<file path="src/rtl/poisson_spike_gen.sv">
// Multi-channel Bernoulli spike source: one Galois LFSR per channel, thresholded
// against a per-channel probability, with saturating spike and cycle counters.
module poisson_spike_gen #(
  parameter int          N_CH         = 4,
  parameter int          LFSR_W       = 16,
  parameter int          PROB_W       = 8,
  parameter int          CNT_W        = 16,
  parameter logic [15:0] SEED_DEFAULT = 16'h0001
) (
  input  logic                     clk,
  input  logic                     rst,
  input  logic                     en,
  input  logic                     seed_load,
  input  logic [LFSR_W-1:0]        seed,
  input  logic [N_CH*PROB_W-1:0]   prob,
  input  logic                     cnt_clear,
  output logic [N_CH-1:0]          spike,
  output logic                     spike_valid,
  output logic [N_CH*CNT_W-1:0]    spike_cnt,
  output logic [CNT_W-1:0]         cycle_cnt
);

  if (!(LFSR_W == 16 || LFSR_W == 32) || PROB_W > LFSR_W) begin : g_bad_params
    $error("poisson_spike_gen: LFSR_W must be 16 or 32 and PROB_W <= LFSR_W");
  end

  localparam logic [LFSR_W-1:0] TAPS = (LFSR_W == 32) ? LFSR_W'(32'h8020_0003)
                                                       : LFSR_W'(16'hB400);

  logic [N_CH-1:0][LFSR_W-1:0] lfsr;
  logic [N_CH-1:0][CNT_W-1:0]  cnt;
  logic [N_CH-1:0]             hit;

  function automatic logic [LFSR_W-1:0] lfsr_step(input logic [LFSR_W-1:0] l);
    return (l >> 1) ^ (l[0] ? TAPS : '0);
  endfunction

  // Channels get distinct rotations of one nonzero base so they never start in lockstep.
  function automatic logic [LFSR_W-1:0] seed_for(input logic [LFSR_W-1:0] base, input int c);
    logic [LFSR_W-1:0] s;
    int k;
    s = (base == '0) ? LFSR_W'(1) : base;
    k = (3 * c) % LFSR_W;
    return (s << k) | (s >> (LFSR_W - k));
  endfunction

  // NOTE: combinational outputs get a default before the loop so no latch is inferred.
  always_comb begin
    hit = '0;
    for (int c = 0; c < N_CH; c++) begin
      hit[c] = lfsr[c][PROB_W-1:0] < prob[c*PROB_W +: PROB_W];
    end
  end

  // NOTE: all state updates are non-blocking so every channel sees pre-edge values.
  always_ff @(posedge clk or posedge rst) begin
    if (rst) begin
      for (int c = 0; c < N_CH; c++) begin
        lfsr[c] <= seed_for(LFSR_W'(SEED_DEFAULT), c);
      end
      spike       <= '0;
      spike_valid <= 1'b0;
    end else if (seed_load) begin
      for (int c = 0; c < N_CH; c++) begin
        lfsr[c] <= seed_for(seed, c);
      end
      spike       <= '0;
      spike_valid <= 1'b0;
    end else if (en) begin
      for (int c = 0; c < N_CH; c++) begin
        lfsr[c] <= lfsr_step(lfsr[c]);
      end
      spike       <= hit;
      spike_valid <= 1'b1;
    end else begin
      spike       <= '0;
      spike_valid <= 1'b0;
    end
  end

  // Counters track the spike register edge-for-edge; clear beats increment.
  always_ff @(posedge clk or posedge rst) begin
    if (rst) begin
      cnt       <= '0;
      cycle_cnt <= '0;
    end else if (cnt_clear) begin
      cnt       <= '0;
      cycle_cnt <= '0;
    end else if (en && !seed_load) begin
      if (cycle_cnt != '1) cycle_cnt <= cycle_cnt + 1'b1;
      for (int c = 0; c < N_CH; c++) begin
        if (hit[c] && cnt[c] != '1) cnt[c] <= cnt[c] + 1'b1;
      end
    end
  end

  assign spike_cnt = cnt;

endmodule

</file>
<file path="config.mk">
export PLATFORM = sky130hd
export DESIGN_NAME = poisson_spike_gen
export DESIGN_NICKNAME = d
export VERILOG_FILES = /design/src/rtl/poisson_spike_gen.sv
export SDC_FILE = /design/constraint.sdc
export NUM_CORES = 1
export LEC_CHECK = 0
export ABC_AREA = 1
export ABC_CLOCK_PERIOD_IN_PS = 12800
export CAP_MARGIN = 20
export CORE_ASPECT_RATIO = 1.5
export CORE_MARGIN = 3
export CORE_UTILIZATION = 25
export CTS_CLUSTER_DIAMETER = 60
export DETAILED_ROUTE_END_ITERATION = 8
export SYNTH_ARGS = -nofsm -noshare
export SYNTH_HDL_FRONTEND = slang
export SYNTH_SLANG_ARGS = --single-unit
</file>
<file path="constraint.sdc">
create_clock -name clk -period 12.8 [get_ports clk]
set_clock_uncertainty 0.15 [all_clocks]
set_input_delay 2.56 -clock clk [delete_from_list [all_inputs] [get_ports clk]]
set_output_delay 2.56 -clock clk [all_outputs]
set_load 0.02 [all_outputs]
</file>
Yosys cells after proc, flatten, opt, wreduce, memory -nomap -nowiden
Cells that the tools add are included.

Bits in registers: 149. Input bits: 53. Output and inout port bits: 85. Word-level logic and storage cells: 71.

Add/subtract/negate cells: 5. Magnitude comparators: 4. Equal/unequal tests: 5. Multiplexer cells: 20. Bitwise logic cells: 7. Reduce and logical (&&, ||, !) cells: 19.

Operators with widths (count): two-way mux 64 bit (4); two-way mux 16 bit (12); adder 16 x 1 -> 16 bit (second input constant) (5); != test 16 bit (second input constant) (5); bitwise XOR 15 x 16 -> 16 bit (4); < comparator 8 bit (4); zero test 16 bit (1); bitwise OR 16 x 3 -> 16 bit (1); bitwise OR 16 x 6 -> 16 bit (1); bitwise OR 16 x 9 -> 16 bit (1); nonzero test 2 bit (7); AND reduction 2 bit (5); two-way mux 4 bit (2); logical AND 1 bit (5); two-way mux 1 bit (2); zero test 1 bit (1).

Logic depth before layout (Yosys ltp)
Gate-level depths: netlist of run 1.

Depth after elaboration: 5. Mapped depth: 12. Gate-level depth less buffers: 11.

Worst setup path after synthesis of run 1
OpenSTA, ideal clock, no wires.

Path type: input to register. Start: input port prob[21]. End: register cnt (netlist bit spike_cnt[34]). Library setup time: 0.066 ns. Arrival time: 3.813 ns. Required time: 12.584 ns. Setup slack: 8.771 ns. Stages: 10. Buffers on the path: 1. Cells stage by stage: inv_1 -> ha_1 -> nand2_1 -> inv_1 -> o21bai_1 -> nand3_1 -> a21oi_1 -> buf_2 -> nand4_1 -> nand2_1.

Word-level cells in the longest chain between the ends: 4.

RTL lines: start, declared (line 15) `input logic [N_CH*PROB_W-1:0] prob,`; < comparator 8 bit (line 51) `hit[c] = lfsr[c][PROB_W-1:0] < prob[c*PROB_W +: PROB_W];`; logical AND 1 bit (line 92) `if (hit[c] && cnt[c] != '1) cnt[c] <= cnt[c] + 1'b1;`; nonzero test 2 bit (no line); AND reduction 2 bit (no line); end signal, assigned (line 84) `cnt <= '0;`; end signal, assigned (line 87) `cnt <= '0;`; end, declared (line 31) `logic [N_CH-1:0][CNT_W-1:0] cnt;`.

Every way passes these cells. A chain may end at the register's enable or synchronous reset.

Final worst setup path of run 1
Start: input port seed_load. End: register cnt (netlist bit spike_cnt[1]).

Word-level cells in the longest chain between the ends: 4.

RTL lines: start, declared (line 13) `input logic seed_load,`; zero test 1 bit (line 89) `end else if (en && !seed_load) begin`; logical AND 1 bit (line 89); nonzero test 2 bit (no line); AND reduction 2 bit (no line).

Every way passes these cells.

==> results.md, run 1 <==
* Outcome: complete, no violations
* Setup violations, final at 0
* Crit Path Category: in2reg
* Worst Hold Path Cells at 2
* Hold Crit Class: reg2reg
* Top layer in use: met4
* Met2 routed WL at 13200 µm
* Seq/Total Area, Yosys at 0.421
* WL/cell at 14.2 µm
* Vias in the first global route at 8027
* Setup bufs post-CTS at 0
* Synthesized instance count at 1188
* Worst-Skew Late Latency at 440 ps
* Most frequent cells in the layout: nand2_1 (337), dfrtp_1 (145), nor2_1 (136), clkdlybuf4s50_1 (136), inv_1 (118)
* # hold bufs at CTS at 0
* Final Max Slew Viols at 0
* Post-route insts no fill at 1785
* Seq cells post-synth at 149
* Final worst setup slack at 7320 ps
* DRC violations left at 0
* Crit path time final at 5480 ps
* GPL Wtd Cong at 0.843
* Number of cell rows at 83
* P&R area growth vs syn at 27.1%
* Via density at 4.63
* Die W at 160 µm
* H-tree depth at 4
* WL final at 25300 µm
* Min-delay src: lfsr[58]
* Sinks on Clock Net at 149
* Top_reg_cell synth: dfrtp_1
* Clock-pin slew on the worst setup and hold paths at 70 ps
* WL met3 at 890 µm
* Wl on met1 at 10500 µm
* Dpl cell area at 10600 µm²
* Most common cell after layout, fill and taps aside: nand2_1
* Share of async-settable or async-resettable flops after synthesis at 1.00
* Cts bufs inserted at 17
* Reg2reg setup slack at 10400 ps
* Crit Reg-Reg Startpoint: cycle_cnt[0]
* Footprint of the multi-input gates at 4460 µm²
* Unrepaired setup endpoints after global routing: false
* Reg2reg path depth at 8
* Relative slew margins at 0.341
* Max-cap violations at 0
* Gr usage total at 0.135
* Clock Tree Root: clkbuf_16
* Mean Syn Cell Area at 7.47 µm²
* Longest Clk Path Bufs at 2
* Reg area at 3730 µm²
* Die Ht at 237 µm
* Placed Cells at 1752
* Crit. End Element: flip-flop
* Largest net degree at the start of global routing at 84
* Initial Util at 0.257
* CP startpoint: seed_load
* Core area at 34600 µm²
* Setup_tns at 0 ps
* EDFF count, synth at 0
* First-pass DRT Iterations at 7
* Critical path peak fanout at 26
* Remaining antenna violation count at 0
* Tcrit/Tclk final at 0.428
* Inserted Diodes at 0
* Measured slew at the worst slew-check pin at 985 ps
* Hold Path Sink: lfsr[58]
* CP arrival at 5710 ps
* FILL cells at 3654
* Fin. Hold Viols at 0
* Data required time of the critical path at 13030 ps
* Initial antenna violation count at 0
* Fmax at 0.183 GHz
* DR vias at 8263
* Netlist cell types at 39
* Worst VDD drop at 52.2 µV
* Pwr dens at 109 nW/µm²
* Ratio of cells with drive above 1 in the final layout at 0.0508
* Buffers on Ports at 137
* First-pass GRT wire length at 41400 µm
* Iter 0 DRT Violations at 484
* CTS tree: built
* Grt total ovfl at 0
* Synthesized Nets at 1274
* Post-CTS Resized at 0
* Post-Syn Area at 8870 µm²
* Yosys warnings at 0
* Final HPWL DP at 18400 µm
* Ports at 138
* Finished Cell Area at 11300 µm²
* Startpoint types: input port
* Die area at 37800 µm²
* Layout Nets at 1391
* FF-to-FF End: cycle_cnt[0]
* Post-place setup slack at 6550 ps
* Pleak at 5.26 nW
stage by stage:
step / util / total power, mW / hold slack, ps
after CTS: 0.325 / 1.25 / 334
after floorplan: - / 0.643 / 294
after global routing: 0.326 / 1.29 / 364
after global placement: 0.307 / 0.707 / 310
after detailed placement: 0.308 / 0.713 / 318
final: 0.326 / 1.23 / 338
cells in the mapped netlist (4+ instances only):
master / number / area [µm²]
o21bai_1: 8 / 60.1
nor3b_1: 9 / 67.6
o211ai_1: 11 / 82.6
o21ai_0: 59 / 295
nor2_1: 137 / 514
nand2_1: 337 / 1260
a221o_1: 5 / 50.1
a31oi_1: 6 / 37.5
clkbuf_1: 18 / 67.6
buf_2: 7 / 35.0
dfrtp_1: 145 / 3630
buf_4: 5 / 37.5
nor2_2: 4 / 25.0
ha_1: 33 / 413
dfstp_2: 4 / 105
nand4_1: 30 / 188
nand3_2: 4 / 40.0
nand3_1: 117 / 586
buf_6: 5 / 56.3
xnor2_1: 14 / 123
a31o_2: 4 / 35.0
inv_1: 120 / 450
xor2_1: 26 / 228
a22oi_1: 14 / 105
nor3_1: 7 / 35.0
buf_1: 9 / 33.8
a21oi_1: 29 / 145
area by class of cell:
class | instances | share of cell area
clock inverters | 13 | 0.0152
repair buffers | 142 | 0.126
inverters | 123 | 0.0414
clock buffers | 19 | 0.0393
multi-input cells | 872 | 0.395
flip-flops and latches | 149 | 0.331
well taps | 467 | 0.0518
logic make-up after synthesis:
kind of cell | count (synthesis) | synth area share
AO/OA/AOI/OAI | 141 | 0.0959
flip-flops | 149 | 0.421
XOR/XNOR | 40 | 0.0395
AND/OR/NAND/NOR | 658 | 0.319
buffers and inverters | 167 | 0.0780
adder cells (fa/ha/maj) | 33 | 0.0465
report_power, final:
| group | total [mW] | leakage [nW] | internal (mW) | switching [mW] |
|---|---|---|---|---|
| registers | 0.529 | 1.94 | 0.502 | 0.0266 |
| clock network | 0.533 | 0.289 | 0.315 | 0.218 |
| logic | 0.173 | 3.03 | 0.0682 | 0.105 |
| total | 1.23 | 5.26 | 0.885 | 0.350 |
sequential cells by signal (all words and copies together), names as in the netlist:
register     flops
spike_valid      1
spike            4
cycle_cnt       16
spike_cnt       64
lfsr            64
how the worst max path moves through the flow:
stage                         endpoint  slack, ps  cells past startpoint
final                     spike_cnt[1]       7320                      8
after global routing      spike_cnt[3]       6960                      8
after global placement        lfsr[16]       6690                      4
after CTS                     lfsr[16]       7030                      4
after detailed placement      lfsr[16]       6550                      4
after floorplan           cycle_cnt[0]       6090                      1
worst max-delay path: stages:
cell and delay [ps]:
clkdlybuf4s50_1 920, nor2_4 730, inv_2 360, nor2_1 270, nand3_2 360, nand2_4 320, nand2_1 90, nand2_1 70
layer usage:
metal  up-vias  global-route usage
li1       4105                   -
met1      3938               0.155
met2       183               0.244
met3        37              0.0219
met4         0              0.0608
met5         -                   0
Power figures use the tool's default switching activity.
==> inputs of run 2 (changes only) <==
- ABC_CLOCK_PERIOD_IN_PS: 12800 -> 5300
- clock period: 12.8 -> 5.3 ns (I/O delays scaled with it)
==> run 2 against run 1 <==
Compared with the run above: clock-buffer cell count down 2; core utilization down 0.069 points; largest power group is now registers; critical path depth up 1.
==> results.md, run 2 (synthesis results as in run 1) <==
* Outcome: complete, no violations (unchanged)
* Tcrit/Tclk final at 0.566
* Initial antenna violation count at 1 (was 0)
* Inserted Diodes at 0 (unchanged)
* CP max-delay cell: clkdlybuf4s50_1 (unchanged)
* DR vias at 8185 (was 8263)
* First-pass GRT wire length at 41100 µm (was 41400 µm)
* Cts bufs inserted at 17 (unchanged)
* Final Max Slew Viols at 0 (unchanged)
* CTS tree: built (unchanged)
* Hold Crit Class: reg2reg (unchanged)
* Worst-Skew Late Latency at 440 ps (about the same)
* Longest Clk Path Bufs at 2 (unchanged)
* CP startpoint: en (was seed_load)
* Pwr dens at 257 nW/µm² (was 109 nW/µm²)
* Min-delay src: lfsr[58] (unchanged)
* Setup_tns at 0 ps (unchanged)
* Vias in the first global route at 8054 (was 8027)
* Final worst setup slack at 2300 ps (was 7320 ps)
* Most common cell after layout, fill and taps aside: nand2_1 (unchanged)
* Post-place setup slack at 1850 ps (was 6550 ps)
* Buffers on Ports at 137 (unchanged)
* Remaining antenna violation count at 0 (unchanged)
* Crit path time final at 3000 ps
* Clock-pin slew on the worst setup and hold paths at 70 ps (about the same)
* Pleak at 5.27 nW (was 5.26 nW)
* Data required time of the critical path at 5540 ps (was 13030 ps)
* GPL Wtd Cong at 0.842 (was 0.843)
* Crit Reg-Reg Startpoint: cycle_cnt[0] (unchanged)
* Die W at 160 µm (unchanged)
* DRC violations left at 0 (unchanged)
* WL final at 25200 µm (was 25300 µm)
* H-tree depth at 4 (unchanged)
* Crit. End Element: flip-flop (unchanged)
* Grt total ovfl at 0 (unchanged)
* CP arrival at 3240 ps (was 5710 ps)
* Ratio of cells with drive above 1 in the final layout at 0.0537 (was 0.0508)
* Die area at 37800 µm² (unchanged)
* Critical path peak fanout at 20 (was 26)
* First-pass DRT Iterations at 5 (was 7)
* Design Power at 2.90 mW (was 1.23 mW)
* Gr usage total at 0.134 (was 0.135)
* Fin. Hold Viols at 0 (unchanged)
* Iter 0 DRT Violations at 534 (was 484)
* Largest net degree at the start of global routing at 92 (was 84)
* Fmax at 0.333 GHz
* Ports at 138 (unchanged)
* WL/cell at 14.1 µm (was 14.2 µm)
* Crit-path max cell delay at 620 ps (was 920 ps)
* Worst VDD drop at 153 µV (was 52.2 µV)
* Measured slew at the worst slew-check pin at 864 ps (was 985 ps)
* Via density at 4.58 (was 4.63)
* Layout Nets at 1394 (was 1391)
* Core area at 34600 µm² (unchanged)
* Clock Tree Root: clkbuf_16 (unchanged)
* Number of cell rows at 83 (unchanged)
* Most frequent cells in the layout: nand2_1 (337), dfrtp_1 (145), nor2_1 (136), clkdlybuf4s50_1 (136), inv_1 (118) (unchanged)
* Initial Util at 0.257 (unchanged)
* Setup violations, final at 0 (unchanged)
* P&R area growth vs syn at 26.8% (was 27.1%)
* Relative slew margins at 0.424 (was 0.341)
* Startpoint types: input port (unchanged)
* Max-cap violations at 0 (unchanged)
* Unrepaired setup endpoints after global routing: false (unchanged)
* Die Ht at 237 µm (unchanged)
* # hold bufs at CTS at 0 (unchanged)
* Sinks on Clock Net at 149 (unchanged)
* Final HPWL DP at 18400 µm (about the same)
* Setup bufs post-CTS at 0 (unchanged)
* Worst path cell trace: clkdlybuf4s50_1 > inv_2 > nor2_4 > inv_2 > nor2_1 > nand3_2 > nand2_4 > nand2_1 > nand2_1 (was clkdlybuf4s50_1 > nor2_4 > inv_2 > nor2_1 > nand3_2 > nand2_4 > nand2_1 > nand2_1)
* Crit Path Category: in2reg (unchanged)
* Post-CTS Resized at 0 (unchanged)
run 2: final timing paths:
check                                end  slack [ps]  cells after the start
max                         spike_cnt[7]        2300                      9
min                             lfsr[58]         330                      2
max reg2reg                 cycle_cnt[0]        2920                      8
min reg2reg                     lfsr[58]         330                      2
max in group asynchronous        lfsr[0]        3080                      3
min in group asynchronous  spike_cnt[54]        1040                      2
run 2: area by class of cell:
cell class	instances	area (µm²)
clock buffers	17	425
clock inverters	15	150
fillers	3635	23300
inverters	123	467
multi-input cells	872	4460
flip-flops and latches	149	3730
well taps	467	584
repair buffers	145	1440
run 2: metrics by stage:
| step | util | instance area, µm² | std cells | hold slack, ps |
|---|---|---|---|---|
| final | 0.325 | 11300 | 1788 | 331 |
| after global routing | 0.325 | 11300 | 1788 | 354 |
| after CTS | 0.325 | 11300 | 1788 | 331 |
| after detailed placement | 0.309 | 10700 | 1756 | 310 |
| after global placement | 0.309 | 10700 | 1756 | 309 |
| after floorplan | - | 8870 | 1188 | 294 |
run 2: critical path: cells and delay by family:
family | cells | cell delay [ps]
buffers and inverters | 3 | 990
and+or+nand+nor | 6 | 1190
run 2: power by group:
| group | switching [mW] | internal [mW] | total [mW] |
|---|---|---|---|
| logic | 0.252 | 0.166 | 0.418 |
| registers | 0.0645 | 1.21 | 1.28 |
| clock network | 0.574 | 0.629 | 1.20 |
run 2: layer usage:
metal	track usage	wire, µm
met5	0	11
met3	0.0273	807
met1	0.154	10800
met4	0.0626	875
met2	0.237	12700
